--- src/rtl/neuro_frame_sched.sv ---
// Frame scheduler: camera request, scale-RAM to network image copy, network GO/latency, result report.
// Optional NEURO_VOTE_EN: report the 2-of-3 majority of the last three results instead of the raw one.
module neuro_frame_sched #(
    parameter int IMG_W  = 128,
    parameter int IMG_H  = 128,
    parameter int PLANES = 3
) (
    input  logic        clk,
    input  logic        rst_n,
    input  logic        enable,
    input  logic        frame_ready,
    output logic        frame_req,
    output logic        rd_en,
    output logic [13:0] rd_addr,
    output logic [1:0]  plane,
    output logic        img_we,
    output logic [15:0] img_addr,
    output logic        nn_go,
    input  logic        nn_stop,
    input  logic [1:0]  nn_result,
    output logic [1:0]  result,
    output logic        result_valid,
    output logic [31:0] cycles,
    output logic        err
);

    localparam int PIX = IMG_W * IMG_H;

    typedef enum logic [2:0] {IDLE, REQ, WAIT_FRAME, LOAD, RUN, DONE} state_t;

    state_t      state;
    logic [1:0]  rd_plane;
    logic [15:0] rd_base;
    logic [31:0] go_cnt;
    logic [31:0] go_cnt_inc;
    logic [1:0]  report_val;

    assign go_cnt_inc = (go_cnt == 32'hFFFF_FFFF) ? go_cnt : go_cnt + 32'd1;

`ifdef NEURO_VOTE_EN
    // The result being captured is the newest history entry; the two older ones are stored here.
    logic [1:0] hist_a;
    logic [1:0] hist_b;
    logic [1:0] fill;

    always_comb begin
        report_val = result;
        if (fill >= 2'd2) begin
            if (nn_result == hist_a || nn_result == hist_b)
                report_val = nn_result;
            else if (hist_a == hist_b)
                report_val = hist_a;
        end
    end

    always_ff @(posedge clk or negedge rst_n) begin
        if (!rst_n) begin
            hist_a <= 2'd0;
            hist_b <= 2'd0;
            fill   <= 2'd0;
        end else if (state == RUN && nn_stop) begin
            hist_a <= nn_result;
            hist_b <= hist_a;
            if (fill != 2'd3)
                fill <= fill + 2'd1;
        end
    end
`else
    assign report_val = nn_result;
`endif

    always_ff @(posedge clk or negedge rst_n) begin
        if (!rst_n) begin
            state        <= IDLE;
            frame_req    <= 1'b0;
            rd_en        <= 1'b0;
            rd_addr      <= 14'd0;
            rd_plane     <= 2'd0;
            rd_base      <= 16'd0;
            plane        <= 2'd0;
            img_we       <= 1'b0;
            img_addr     <= 16'd0;
            nn_go        <= 1'b0;
            go_cnt       <= 32'd0;
            result       <= 2'd0;
            result_valid <= 1'b0;
            cycles       <= 32'd0;
            err          <= 1'b0;
        end else begin
            // Write side trails the read side by the RAM's one-cycle read latency.
            img_we   <= rd_en;
            plane    <= rd_en ? rd_plane : 2'd0;
            img_addr <= rd_en ? rd_base + {2'b00, rd_addr} : 16'd0;

            if (nn_go)
                go_cnt <= go_cnt_inc;

            if (nn_stop && state != RUN)
                err <= 1'b1;

            case (state)
                IDLE: begin
                    if (enable) begin
                        state     <= REQ;
                        frame_req <= 1'b1;
                    end
                end
                REQ: begin
                    frame_req <= 1'b0;
                    state     <= WAIT_FRAME;
                end
                WAIT_FRAME: begin
                    if (frame_ready) begin
                        state    <= LOAD;
                        rd_en    <= 1'b1;
                        rd_addr  <= 14'd0;
                        rd_plane <= 2'd1;
                        rd_base  <= 16'd0;
                        nn_go    <= 1'b1;
                        go_cnt   <= 32'd0;
                    end
                end
                LOAD: begin
                    if (rd_addr == 14'(PIX - 1)) begin
                        rd_addr <= 14'd0;
                        if (rd_plane == 2'(PLANES)) begin
                            rd_en    <= 1'b0;
                            rd_plane <= 2'd0;
                            state    <= RUN;
                        end else begin
                            rd_plane <= rd_plane + 2'd1;
                            rd_base  <= rd_base + 16'(PIX);
                        end
                    end else begin
                        rd_addr <= rd_addr + 14'd1;
                    end
                end
                RUN: begin
                    if (nn_stop) begin
                        nn_go        <= 1'b0;
                        cycles       <= go_cnt_inc;
                        result       <= report_val;
                        result_valid <= 1'b1;
                        state        <= DONE;
                    end
                end
                DONE: begin
                    result_valid <= 1'b0;
                    if (enable) begin
                        state     <= REQ;
                        frame_req <= 1'b1;
                    end else begin
                        state <= IDLE;
                    end
                end
                default: state <= IDLE;
            endcase
        end
    end

endmodule

--- config.mk ---
export PLATFORM = sky130hd
export DESIGN_NAME = neuro_frame_sched
export DESIGN_NICKNAME = d
export VERILOG_FILES = /design/src/rtl/neuro_frame_sched.sv
export SDC_FILE = /design/constraint.sdc
export NUM_CORES = 1
export LEC_CHECK = 0
export BUFFER_PORTS_ARGS = -buffer_cell sky130_fd_sc_hd__buf_2
export CELL_PAD_IN_SITES_DETAIL_PLACEMENT = 1
export CELL_PAD_IN_SITES_GLOBAL_PLACEMENT = 2
export CORE_AREA = 2 2 121 123
export CTS_CLUSTER_DIAMETER = 200
export DETAILED_ROUTE_END_ITERATION = 12
export DIE_AREA = 0 0 123 125
export GPL_ROUTABILITY_DRIVEN = 1
export PLACE_DENSITY = 0.94
export SLEW_MARGIN = 10
export SYNTH_ARGS = -nofsm -noshare
export SYNTH_HDL_FRONTEND = slang
export SYNTH_SLANG_ARGS = --single-unit
--- constraint.sdc ---
create_clock -name clk -period 7.1 [get_ports clk]
set_input_delay 1.065 -clock clk [delete_from_list [all_inputs] [get_ports clk]]
set_output_delay 1.065 -clock clk [all_outputs]
set_load 0.01 [all_outputs]
==> impl_metrics.toml, run 1 <==
[outcome]
status = "finished, final reports clean"

[global_routing]
grt_overflow_total = 0
grt_pass1_wl_um = 22000
antenna_found_initial = 0
first_global_vias = 4417
grt_max_degree = 63
track_usage_pct = 17.9

[cts]
path_clk_slew_ps = 70
cts_made_buffers = 9
cts_resized = 0
clk_latency_ps = 360
ctsHtreeMaxLevel = 3
cts_hold_buf = 0
clockRootBuffer = "clkbuf_16"
cts_tree = "done"
cts_sinks = 111
postCtsSetupBuffers = 0
cts_buffer_depth = 2

[layout]
final_common_cell = "dfrtp_1"
area_growth_syn_to_layout_pct = 16.2
antenna_cells = 0
layout_common_cells = "dfrtp_1 (111), nand2_1 (99), buf_2 (77)"
nNetsFinal = 631
drive_above_1_share_pct = 16.6

[route]
via_per_inst = 5.22
drt_wl_total_um = 12900
drt_iter0_markers = 207
antenna_left = 0
via_count = 4226
post-route-drc-count = 0
wire_per_inst_um = 15.9
drt-pass1-iter-count = 4

[setup_path]
cp.required_ps = 7350
critical_path_class = "reg -> reg"
r2r_cells = 7
start_kind = "flip-flop"
worstPathArrival_ps = 3070
rrSetupSlack_ps = 4280
timing.rr.start = "go_cnt[0]$_DFF_PN0_"
rr_endpoint = "cycles[12]$_DFFE_PN0P_"
crit_path_end_kind = "flip-flop"
critical_path.max_fanout = 19

[synthesis]
synth_compound_area_share_pct = 10.3
synthDistinctLibCells = 43
synth_top_area_cell = "dfrtp_1"
synth_top_family_by_area = "simple AND/OR/NAND/NOR gates"
ys_ff_latch = 111
synth_edf_count = 0
synth_warnings = 0
yosys.area_share.xor_xnor_pct = 9.16
synth_area_leaders = "dfrtp_1 (53%), nand2_1 (7.1%), xor2_1 (6.0%)"
syn_area_per_cell_um2 = 9.47
syn_inst = 555
yosysSeqAreaShare_pct = 52.8
muxShareOfSynthArea_pct = 0.381
synthArstFlopShare_pct = 100
synthFlopType = "dfrtp_1"
synth_nets = 565
synth_area_um2 = 5260
netlist.area_leader.share_pct = 52.8
synth_fa_ha_area_share_pct = 0.714
synthSimpleGateAreaFrac_pct = 24.4

[placement]
dp_hpwl_um = 8920
gp_congestion = 0.804
io_buffers = 78

[hold_path]
min-delay-start = "cycles[16]$_DFFE_PN0P_"
hold_end = "cycles[16]$_DFFE_PN0P_"
hold_class = "reg -> reg"
hold_depth = 2

[floorplan]
start_util_pct = 37.0
io_pins = 79
die_height_um = 125
coreArea_um2 = 14200
num_rows = 44
die-area_um2 = 15400
die_x_um = 123

[timing]
whs_ps = 478
finalHoldViolCount = 0
skew_ps = 12.9
slew_headroom_pct = 22.7
post-route-min-period_ps = 2820
finalSetupViolCount = 0
drv_slew = 0
worstMarginPinSlew_ps = 1150
fin_crit_sh_pct = 39.7
rsz0062_at_grt = "false"
fin_setup_tns_ps = 0
timing.fmax_mhz = 355

[job]
cap_violations = 0

[pwr]
power_mw = 2.08
power_density_nw_per_um2 = 340
p_leak_nw = 2.78
peakVddDrop_v = 0.000146
==> kinds of logic (layout without fill, tap and decap cells) <==
logic type / count (synthesis) / in the layout
AND/OR/NAND/NOR: 261 / 261
buffers and inverters: 29 / 100
XOR/XNOR: 55 / 55
adder cells (fa/ha/maj): 3 / 3
multiplexers: 2 / 2
AO/OA/AOI/OAI: 94 / 94
flip-flops: 111 / 111
==> power breakdown <==
| part | internal [mW] | switching, mW |
|---|---|---|
| Clock | 0.284 | 0.242 |
| Sequential | 0.811 | 0.248 |
| Combinational | 0.240 | 0.250 |
==> cells in the mapped netlist (4+ instances only) <==
master / n
dfrtp_1: 111
nand2_1: 99
o21ai_0: 59
nor2_1: 46
xor2_1: 36
and2_1: 24
clkbuf_1: 21
xnor2_1: 19
nand3_1: 18
nor3_1: 15
a21oi_1: 13
nand4_1: 13
and3_1: 12
a31oi_1: 8
and4_1: 8
or3_1: 8
nand2b_1: 5
buf_2: 4
inv_1: 4
==> worst max-delay path, stage by stage (launching register included) <==
cell and delay, ps:
dfrtp_1 470, ha_1 250, nand3_2 150, nor4_4 630, nand4_2 590, nand3_1 240, o21ai_0 160, o21ai_0 200
==> final cells by class <==
type                       instances  area, um^2
inverter                           4        15.0
clock buffer                      11         243
multi-input combinational        415        2380
timing repair buffer              80         408
tap                              184         230
clock inverter                     5        56.3
fill                            1666        8100
sequential                       111        2780
==> metal layers <==
layer / vias up / GRT usage, % / routed length (um)
li1: 2022 / - / -
met1: 2127 / 22.9 / 5630
met2: 62 / 30.7 / 6630
met3: 15 / 3.42 / 453
met4: 0 / 5.21 / 157
met5: - / 0 / 0
==> worst max path at each step <==
stage	start	cells after the start	to
after CTS	go_cnt[0]$_DFF_PN0_	7	cycles[12]$_DFFE_PN0P_
final	go_cnt[0]$_DFF_PN0_	7	cycles[12]$_DFFE_PN0P_
after detailed placement	go_cnt[0]$_DFF_PN0_	7	cycles[12]$_DFFE_PN0P_
after floorplan	go_cnt[0]$_DFF_PN0_	8	go_cnt[20]$_DFF_PN0_
after global routing	go_cnt[0]$_DFF_PN0_	7	cycles[12]$_DFFE_PN0P_
after global placement	frame_ready	7	rd_addr[10]$_DFFE_PN0P_
==> registers in the layout (all words and copies together) (netlist names), 2 cells and up <==
| signal | flops |
|---|---|
| state | 3 |
| img_addr | 16 |
| go_cnt | 32 |
| result | 2 |
| cycles | 32 |
| plane | 2 |
| rd_plane | 2 |
| rd_addr | 14 |
| rd_base | 2 |
==> stage by stage <==
step | instances | instance area, um^2 | setup WS [ps] | util [%]
6_report | 810 | 6110 | 4280 | 43.0
3_3_place_gp | 794 | 5810 | 4410 | 40.9
3_5_place_dp | 794 | 5810 | 4260 | 40.9
5_1_grt | 810 | 6110 | 3990 | 43.0
4_1_cts | 810 | 6110 | 4210 | 43.0
2_1_floorplan | 555 | 5260 | 4740 | -
Power figures use the tool's default switching activity.
==> run 2: changes to the inputs <==
--- a/config.mk
+++ b/config.mk
@@ -8,12 +8,12 @@
 export BUFFER_PORTS_ARGS = -buffer_cell sky130_fd_sc_hd__buf_2
 export CELL_PAD_IN_SITES_DETAIL_PLACEMENT = 1
 export CELL_PAD_IN_SITES_GLOBAL_PLACEMENT = 2
-export CORE_AREA = 2 2 121 123
+export CORE_AREA = 2 2 132 134
 export CTS_CLUSTER_DIAMETER = 200
 export DETAILED_ROUTE_END_ITERATION = 12
-export DIE_AREA = 0 0 123 125
+export DIE_AREA = 0 0 134 136
 export GPL_ROUTABILITY_DRIVEN = 1
-export PLACE_DENSITY = 0.94
+export PLACE_DENSITY = 0.86
 export SLEW_MARGIN = 10
 export SYNTH_ARGS = -nofsm -noshare
 export SYNTH_HDL_FRONTEND = slang
==> constraint.sdc (replaced) <==
create_clock -name clk -period 2.35 [get_ports clk]
set_input_delay 0.3525 -clock clk [delete_from_list [all_inputs] [get_ports clk]]
set_output_delay 0.3525 -clock clk [all_outputs]
set_load 0.01 [all_outputs]
==> impl_metrics.toml, run 2 (synthesis gave the netlist of run 1 again) <==
[outcome]
status = "finished with violations"
violations = "hold timing"

[floorplan]
die_x_um = 134
die-area_um2 = 18200
coreArea_um2 = 16900
die_height_um = 136
io_pins = 79
start_util_pct = 31.2
num_rows = 48

[timing]
finalHoldViolCount = 15
drv_slew = 0
fin_setup_tns_ps = 0
post-route-min-period_ps = 2170
skew_ps = 9.41
timing.fmax_mhz = 461
rsz0062_at_grt = "false"
setup_slack_ps = 182
whs_ps = -16.3
finalSetupViolCount = 0
worstMarginPinSlew_ps = 589
fin_crit_sh_pct = 92.2
slew_headroom_pct = 60.7

[layout]
fin_area_um2 = 6370
nNetsFinal = 656
reg_top3 = "cycles: 32 flops, go_cnt: 32 flops, img_addr: 16 flops"
n_fill_cell = 1991
final-seq-area_um2 = 2780
layout_common_cells = "dfrtp_1 (110), nand2_1 (99), buf_2 (77)"
drive_above_1_share_pct = 20.0
multi_input_area_um2 = 2370
fin_util_pct = 37.7
final_common_cell = "dfrtp_1"
area_growth_syn_to_layout_pct = 21.1
antenna_cells = 0
layoutNonFillerInstCount = 876

[setup_path]
rr_endpoint = "go_cnt[31]$_DFF_PN0_"
startpoint = "go_cnt[18]$_DFF_PN0_"
start_kind = "flip-flop"
timing.rr.start = "go_cnt[18]$_DFF_PN0_"
r2r_cells = 6
worstPathArrival_ps = 2400
crit_path_end_kind = "flip-flop"
cp.required_ps = 2580
rrSetupSlack_ps = 180
critical_path.max_fanout = 6
critical_path_class = "reg -> reg"

[pwr]
p_switching_mw = 2.30
p_leak_nw = 2.90
p_clk_share_pct = 25.0
power_frac_seq_pct = 48.7
power_density_nw_per_um2 = 1010
swShare_pct = 35.8
power_mw = 6.43
power.internal_mw = 4.12
share_comb_of_total_power_pct = 26.3
peakVddDrop_v = 0.000384

[hold_path]
hold_class = "in -> async"

[cts]
cts_tree = "done"
postCtsSetupBuffers = 0
clk_latency_ps = 360
path_clk_slew_ps = 80
ctsHtreeMaxLevel = 3
cts_buffer_depth = 2
cts_hold_buf = 0
cts_made_buffers = 9
clockRootBuffer = "clkbuf_16"
cts_sinks = 111
cts_resized = 0

[placement]
dp_hpwl_um = 9940
io_buffers = 78
post-place-ws_ps = 105
gp_congestion = 0.787
placed_area_um2 = 6050
dp.cells = 860

[route]
drt_iter0_markers = 156
drt-pass1-iter-count = 4
drt_wl_total_um = 13700
wire_per_inst_um = 15.7
via_count = 4351
post-route-drc-count = 0
antenna_left = 0
via_per_inst = 4.97

[global_routing]
first_global_vias = 4601
grt_max_degree = 63
track_usage_pct = 15.9
grt_pass1_wl_um = 23200
antenna_found_initial = 0
grt_overflow_total = 0

[job]
cap_violations = 0
run 2: critical path, stage by stage, from the launching register on:
cell and delay (ps):
dfrtp_1 460, nand4_1 140, or4_1 580, or4_1 470
nor3_1 190, xnor2_1 140, nor2_1 60
run 2: area by class of cell:
class,instances,share of cell area [%]
Clock buffer,10,3.75
Multi-Input combinational cell,415,37.2
Timing Repair Buffer,105,9.61
Sequential cell,111,43.7
Tap cell,225,4.42
Clock inverter,6,1.08
Inverter,4,0.236
run 2: worst max-delay path by stage:
stage	end	slack, ps	cells past startpoint
after floorplan	go_cnt[20]$_DFF_PN0_	120	8
after global placement	go_cnt[31]$_DFF_PN0_	240	6
after detailed placement	go_cnt[18]$_DFF_PN0_	100	8
after CTS	go_cnt[18]$_DFF_PN0_	90	8
after global routing	go_cnt[31]$_DFF_PN0_	8	6
final	go_cnt[31]$_DFF_PN0_	180	6
run 2: power groups by stage:
stage          Clock [mW]  Combinational, mW  Sequential [mW]
4_1_cts              1.66               1.73             3.14
3_5_place_dp            0               1.71             3.17
5_1_grt              1.73               1.91             3.24
3_3_place_gp            0               1.64             3.10
2_1_floorplan           0               1.01             3.08
6_report             1.61               1.69             3.13
run 2: per-layer routing:
layer | wire length, um | track usage, % | up-vias
met5 | 0 | 0 | -
met4 | 212 | 5.61 | 0
met3 | 439 | 3.09 | 15
met2 | 7010 | 28.3 | 73
met1 | 6060 | 19.3 | 2184
li1 | - | - | 2079
==> run 3: changes to the inputs <==
==> config.mk (replaced) <==
export PLATFORM = sky130hd
export DESIGN_NAME = neuro_frame_sched
export DESIGN_NICKNAME = d
export VERILOG_FILES = /design/src/rtl/neuro_frame_sched.sv
export SDC_FILE = /design/constraint.sdc
export NUM_CORES = 1
export LEC_CHECK = 0
export BUFFER_PORTS_ARGS = -buffer_cell sky130_fd_sc_hd__buf_2
export CORE_AREA = 2 2 100 102
export CTS_CLUSTER_DIAMETER = 200
export DETAILED_ROUTE_END_ITERATION = 12
export DIE_AREA = 0 0 102 104
export GPL_ROUTABILITY_DRIVEN = 1
export PLACE_DENSITY = 0.89
export SLEW_MARGIN = 10
export SYNTH_ARGS = -nofsm -noshare
export SYNTH_HDL_FRONTEND = slang
export SYNTH_SLANG_ARGS = --single-unit
==> constraint.sdc (replaced) <==
create_clock -name clk -period 2.23 [get_ports clk]
set_input_delay 0.3345 -clock clk [delete_from_list [all_inputs] [get_ports clk]]
set_output_delay 0.3345 -clock clk [all_outputs]
set_load 0.01 [all_outputs]
==> impl_metrics.toml, run 3 (synthesis gave the netlist of run 1 again) <==
[outcome]
status = "finished, final reports clean"

[placement]
post-place-ws_ps = 51.6
dp_hpwl_um = 8300
dp.cells = 763
gp_congestion = 0.892
io_buffers = 78
placed_area_um2 = 5910

[cts]
clk_latency_ps = 380
cts_sinks = 111
cts_made_buffers = 9
path_clk_slew_ps = 100
cts_tree = "done"
clockRootBuffer = "clkbuf_8"
ctsHtreeMaxLevel = 3
cts_buffer_depth = 2

[timing]
slew_headroom_pct = 66.0
post-route-min-period_ps = 2110
whs_ps = 153
setup_slack_ps = 119
finalHoldViolCount = 0
skew_ps = 15.0
timing.fmax_mhz = 474
fin_setup_tns_ps = 0
finalSetupViolCount = 0
drv_slew = 0
rsz0062_at_grt = "true"
worstMarginPinSlew_ps = 508
fin_crit_sh_pct = 94.7

[layout]
fin_area_um2 = 6160
nNetsFinal = 654
fin_util_pct = 64.5
final_common_cell = "dfrtp_1"
reg_top3 = "cycles: 32 flops, go_cnt: 32 flops, img_addr: 16 flops"
n_fill_cell = 793
drive_above_1_share_pct = 19.9
layout_common_cells = "dfrtp_1 (108), nand2_1 (99), buf_2 (77)"
antenna_cells = 0
area_growth_syn_to_layout_pct = 17.1
layoutNonFillerInstCount = 782

[floorplan]
die_x_um = 102
coreArea_um2 = 9550
num_rows = 36
io_pins = 79
die-area_um2 = 10600
die_height_um = 104
start_util_pct = 55.1

[global_routing]
first_global_vias = 4278
grt_overflow_total = 0
grt_max_degree = 63
grt_pass1_wl_um = 19700
antenna_found_initial = 0
track_usage_pct = 23.2

[setup_path]
crit_top_cell = "or4_1"
critical_path_class = "reg -> reg"
crit_path_end_kind = "flip-flop"
worstPathArrival_ps = 2380
slowest_delay_ps = 560
start_kind = "flip-flop"
cp.required_ps = 2500
path_cells = "nand4_1 -> or4_1 -> or4_1 -> nor3_2 -> xnor2_1 -> nor2_1"
crit_path_top_delay_cell = "or4_1"
critical_path.max_fanout = 5

[hold_path]
hold_class = "in -> reg"

[job]
cap_violations = 0

[pwr]
power_density_nw_per_um2 = 1020
peakVddDrop_v = 0.000629
power_mw = 6.29
p_leak_nw = 2.85

[route]
drt_wl_total_um = 11600
via_per_inst = 5.52
via_count = 4320
drt-pass1-iter-count = 7
wire_per_inst_um = 14.8
post-route-drc-count = 0
antenna_left = 0
drt_iter0_markers = 281
[run 3: cell types whose count changed in the layout (fill, tap and decap cells not counted), moves of 2 or more]
cell / delta
clkbuf_1: +2
clkbuf_8: +9
dfrtp_1: -2
buf_4: -5
clkbuf_16: -9
dfrtp_2: +2
[run 3: final cells by class]
class / count / area (um^2) / area share, %
inverters: 4 / 15.0 / 0.244
multi-input cells: 415 / 2380 / 38.6
repair buffers: 103 / 616 / 10.0
flip-flops and latches: 111 / 2780 / 45.2
well taps: 133 / 166 / 2.70
clock inverters: 4 / 55.1 / 0.894
clock buffers: 12 / 145 / 2.36
[run 3: routing by layer]
layer / track usage (%) / vias to the layer above / routed length [um]
met4: 8.67 / 0 / 235
li1: - / 2066 / -
met1: 30.3 / 2081 / 4780
met2: 37.7 / 146 / 5880
met5: 0 / - / 0
met3: 5.38 / 27 / 662
[run 3: final timing paths]
path                                             start                     end  slack (ps)  depth (start not counted)
worst max-delay path              go_cnt[16]$_DFF_PN0_    go_cnt[31]$_DFF_PN0_         120                          6
worst min-delay path                      nn_result[1]   result[1]$_DFFE_PN0P_         150                          3
worst max register to register    go_cnt[16]$_DFF_PN0_    go_cnt[31]$_DFF_PN0_         120                          6
worst min register to register  cycles[20]$_DFFE_PN0P_  cycles[20]$_DFFE_PN0P_         480                          2
max in group asynchronous                        rst_n     go_cnt[9]$_DFF_PN0_        1260                          3
min in group asynchronous                        rst_n    go_cnt[22]$_DFF_PN0_         330                          2
[run 3: power breakdown]
part / leakage, nW / switching [mW] / internal (mW)
combinational: 1.33 / 0.935 / 0.869
clock: 0.0968 / 0.656 / 0.555
sequential: 1.42 / 0.691 / 2.59
total: 2.85 / 2.28 / 4.01
[run 3: critical path: cells and delay by family, from the launching register on]
family	cells	cell delay [ps]
AND/OR/NAND/NOR	5	1420
flip-flops	1	420
XOR/XNOR	1	160
[run 3: repair_timing]
action | in CTS | in global routing
buffers inserted | 0 | 2
hold endpoints to repair | 8 | 0
gates resized for setup | 0 | 8
endpoints found under the setup margin | 0 | 10
hold buffers | 1 | 0
